$ cat src/rtl/rv32_m_requester.sv
// Execute-stage initiator for the external multiply/divide unit: one enable pulse per
// accepted instruction, pipeline stall until ack or watchdog expiry, at most one writeback.
module rv32_m_requester #(
  parameter int XLEN    = 32,
  parameter int TIMEOUT = 64
) (
  input  logic            i_clk,
  input  logic            i_rst,
  input  logic            i_req,
  input  logic [XLEN-1:0] i_rs1,
  input  logic [XLEN-1:0] i_rs2,
  input  logic [2:0]      i_f3,
  input  logic [4:0]      i_rd,
  input  logic            i_flush,
  output logic            o_stall,
  output logic            o_wb_en,
  output logic [4:0]      o_wb_rd,
  output logic [XLEN-1:0] o_wb_data,
  output logic            o_err,
  output logic            o_m_en,
  output logic [XLEN-1:0] o_m_rs1,
  output logic [XLEN-1:0] o_m_rs2,
  output logic [2:0]      o_m_f3,
  input  logic [XLEN-1:0] i_m_res,
  input  logic            i_m_ack
);

  localparam int CNT_W = (TIMEOUT > 2) ? $clog2(TIMEOUT) : 1;
  localparam logic [CNT_W-1:0] CNT_LAST = CNT_W'(TIMEOUT - 1);
  localparam logic [CNT_W-1:0] CNT_ONE  = CNT_W'(1);

  typedef enum logic [2:0] {IDLE, ISSUE, WAIT, DONE, DRAIN} state_t;

  state_t           state;
  logic [CNT_W-1:0] cnt;
  logic [4:0]       rd_q;
  logic             wb_q;
  logic             expired;

  // cnt counts cycles since the enable pulse, so expiry lands DONE TIMEOUT cycles after o_m_en
  assign expired = (cnt == CNT_LAST);
  assign o_wb_en = wb_q && !i_flush;

  always_comb begin
    o_stall = 1'b0;
    unique case (state)
      IDLE:        o_stall = i_req && !i_flush;
      ISSUE, WAIT: o_stall = 1'b1;
      DRAIN:       o_stall = i_req;
      default:     o_stall = 1'b0;
    endcase
  end

  always_ff @(posedge i_clk or posedge i_rst) begin
    if (i_rst) begin
      state     <= IDLE;
      cnt       <= '0;
      rd_q      <= '0;
      wb_q      <= 1'b0;
      o_err     <= 1'b0;
      o_m_en    <= 1'b0;
      o_wb_rd   <= '0;
      o_wb_data <= '0;
      o_m_rs1   <= '0;
      o_m_rs2   <= '0;
      o_m_f3    <= '0;
    end else begin
      o_m_en <= 1'b0;
      wb_q   <= 1'b0;
      o_err  <= 1'b0;
      unique case (state)
        IDLE: begin
          if (i_req && !i_flush) begin
            o_m_rs1 <= i_rs1;
            o_m_rs2 <= i_rs2;
            o_m_f3  <= i_f3;
            rd_q    <= i_rd;
            o_m_en  <= 1'b1;
            cnt     <= '0;
            state   <= ISSUE;
          end
        end
        ISSUE: begin
          cnt   <= CNT_ONE;
          state <= i_flush ? DRAIN : WAIT;
        end
        WAIT: begin
          cnt <= cnt + CNT_ONE;
          if (i_flush) begin
            // a killed instruction never writes back, even if the result arrives now
            state <= (i_m_ack || expired) ? IDLE : DRAIN;
          end else if (i_m_ack) begin
            o_wb_data <= i_m_res;
            o_wb_rd   <= rd_q;
            wb_q      <= 1'b1;
            state     <= DONE;
          end else if (expired) begin
            o_wb_data <= '0;
            o_wb_rd   <= rd_q;
            wb_q      <= 1'b1;
            o_err     <= 1'b1;
            state     <= DONE;
          end
        end
        DONE: state <= IDLE;
        DRAIN: begin
          cnt <= cnt + CNT_ONE;
          if (i_m_ack || expired) state <= IDLE;
        end
        default: state <= IDLE;
      endcase
    end
  end

endmodule

$ cat config.mk
export PLATFORM = sky130hd
export DESIGN_NAME = rv32_m_requester
export DESIGN_NICKNAME = d
export VERILOG_FILES = /design/src/rtl/rv32_m_requester.sv
export SDC_FILE = /design/constraint.sdc
export NUM_CORES = 1
export LEC_CHECK = 0
export BUFFER_PORTS_ARGS = -buffer_cell sky130_fd_sc_hd__buf_2
export CORE_MARGIN = 2
export CORE_UTILIZATION = 50
export CTS_CLUSTER_DIAMETER = 80
export DETAILED_ROUTE_END_ITERATION = 8
export PLACE_DENSITY = 0.91
export SLEW_MARGIN = 30
export SYNTH_ARGS = -nofsm -noshare
export SYNTH_HDL_FRONTEND = slang
export SYNTH_SLANG_ARGS = --single-unit
$ cat constraint.sdc
create_clock -name i_clk -period 5.99 [get_ports i_clk]
set_input_delay 0.599 -clock i_clk [delete_from_list [all_inputs] [get_ports i_clk]]
set_output_delay 0.599 -clock i_clk [all_outputs]
set_load 0.01 [all_outputs]
==> impl_metrics.toml <==
[timing]
slew_violations = 0
setup_tns_ns = 0
period_needed_ns = 2.400
fmaxAchievable_ghz = 0.4166
setup_viol = 0
rsz0062_at_grt = "no"
worstMarginPinSlew_ns = 0.8349
max_slew_margin_pct = 44.34
hold_violations = 0
worst_slack_ns = 3.590
fin_crit_sh_pct = 40.07
fin_skew_ns = 0.01015
fin_hold_ws_ns = 0.1696

[setup_path]
required_ns = 5.39
critPathKind = "reg -> out"
end_kind = "output pin"
r2r-start = "state[0]"
startpoint = "state[2]"
worstPathArrival_ns = 1.80
critPathLaunchType = "flop"
crit_fanout = 10

[route]
wl_per_cell_um = 17.34
drtIter0Drc = 147
postRouteAntennaNets = 0
via_per_inst = 5.109
via_count = 3454
finalWirelength_um = 11720
drc_errors = 0
drt-pass1-iter-count = 4

[status]
status = "finished clean"

[hold_path]
hold_path_class = "in -> async"

[logic_synthesis]
synth_xor_area_share_pct = 0.3527
synth_ff_type = "dfrtp_1"
avgSynthCellArea_sq_um = 15.97
synth_nets = 421
synth_top_family_by_area = "multiplexers"
ys_types = 39
synth_warnings = 0
netlist_instances = 311
synthTopCellsByArea = "dfrtp_1 (61%), mux2_4 (21%), a22o_1 (5.6%)"
yosysSeqAreaShare_pct = 60.97
synthAdderAreaFrac_pct = 0.2520
synth-compound-area-share_pct = 8.617
synth-seq-cells = 121
synth_edf_count = 0
synthSimpleGateAreaFrac_pct = 3.477
ys_async_sr_fraction_pct = 100.0
syn-cell-area_sq_mm = 0.004966
synth.top_cell.area_share_pct = 60.97
synth_mux_area_share_pct = 22.68
yosys.area.top_type = "dfrtp_1"

[placement]
pre_cts_slack_ns = 3.473
hpwl_um = 8350
gp_congestion = 0.8422
placed_area_sq_mm = 0.006107
numPortBuffers = 216

[layout]
multi_input_area_sq_mm = 0.001758
fin_area_sq_mm = 0.006684
seqCellArea_sq_mm = 0.003028
drive_gt1_share_pct = 60.22
area_growth_pct = 34.59
fillCellCount = 704
diodes = 0
fin_nets = 641

[clock_tree]
hold_buffers = 0
cts_made_buffers = 17
root_buffer = "clkbuf_8"
postCtsResizedCells = 0
clockBufferDepth = 2
clk_pin_slew_ns = 0.06
cts_setup_buffers = 0
clk_latency_ns = 0.51
htree_levels = 4
cts_tree = "done"
clock_sinks = 121

[global_routing]
first_global_vias = 3691
grt_usage_pct = 22.75
grt_max_degree = 69
overflow = 0
grt_first_pass_wirelength_um = 18980
antenna_found_initial = 0

[floorplanning]
start_util_pct = 51.04
core-area_sq_mm = 0.009729
chipHeight_um = 103.7
rows = 36
pin_count = 217
fp.dieW_um = 103.7
dieArea_sq_mm = 0.01075

[power]
power_density_mw_per_mm2 = 554.4
ir_worst_vdd_uv = 271.8
p_leak_nw = 3.588

[run]
maxCapViolations = 0
-- stage by stage --
step	instances	utilization, %	power, mW
detailed placement	645	62.77	2.723
global route	676	68.70	3.893
global placement	644	62.49	2.654
CTS	676	68.69	3.739
floorplan	311	-	2.202
finish	676	68.70	3.705
-- cell usage after synthesis (all sizes together), types with 2 or more instances --
cell / n
dfrtp: 121
mux2: 77
a22o: 32
buf: 16
nor2: 9
a21oi: 8
nand2: 8
clkbuf: 4
inv: 4
a311oi: 3
nor2b: 3
o21ai: 3
nand2b: 2
nor3: 2
-- registers in the layout (all words and copies together), names as in the netlist, 3 cells and up --
| signal | cells |
|---|---|
| o_m_rs1 | 32 |
| o_m_rs2 | 32 |
| o_wb_rd | 5 |
| rd_q | 5 |
| state | 3 |
| o_m_f3 | 3 |
| o_wb_data | 32 |
| cnt | 6 |
-- routing by layer --
layer | part of all wire, % | track usage, % | vias to the layer above
li1 | - | - | 1564
met1 | 40 | 27.00 | 1710
met2 | 51 | 38.88 | 170
met3 | 7.2 | 7.174 | 10
met4 | 1.1 | 8.591 | 0
met5 | 0 | 0 | -
-- layout by cell type, fill, tap and decap left out, types with 2 or more instances in the layout --
cell type,Yosys,layout
buf_2,4,216
dfrtp_1,121,121
mux2_4,69,69
a22o_1,32,32
clkbuf_16,0,16
nor2_1,8,8
a21oi_1,8,8
nand2_1,8,8
mux2_1,5,5
clkinv_2,0,5
buf_4,1,4
nor2b_1,3,3
a311oi_1,3,3
inv_1,4,3
o21ai_0,3,3
mux2_2,3,3
clkbuf_8,0,3
bufinv_16,0,3
clkbuf_1,4,3
nand2b_1,2,2
-- cell type report --
class,count,area share (%)
flip-flops and latches,121,45.30
multi-input cells,166,26.30
repair buffers,221,17.03
clock buffers,22,6.776
well taps,133,2.490
clock inverters,9,1.835
inverters,4,0.2621
-- where the power goes --
group	total, mW	switching, mW	internal, mW
sequential	1.44	0.244	1.20
clock	0.987	0.338	0.649
combinational	1.27	0.549	0.724
total	3.71	1.13	2.57
-- worst max-delay path: stages (launching register included) --
cell and delay, ns:
dfrtp_1 0.51, nand2b_1 0.25, a311oi_1 0.29, a21oi_1 0.08, buf_2 0.17
-- kinds of logic (layout without fill, tap and decap cells) --
family | count (synthesis) | after routing
flops | 121 | 121
mux | 77 | 77
compound gates | 54 | 54
simple gates | 32 | 32
buf+inv | 24 | 256
xor+xnor | 2 | 2
fa+ha+maj | 1 | 1
-- final timing paths --
path / end / slack, ns / cells after the start
max: o_stall / 3.59 / 4
min: o_m_rs2[2] / 0.17 / 2
max reg2reg: o_m_rs1[9] / 3.68 / 5
min reg2reg: o_wb_rd[0] / 0.48 / 1
max in group asynchronous: o_m_rs2[3] / 4.51 / 3
min in group i_clk: o_wb_data[20] / 0.30 / 2
(Power assumes the default switching activity.)
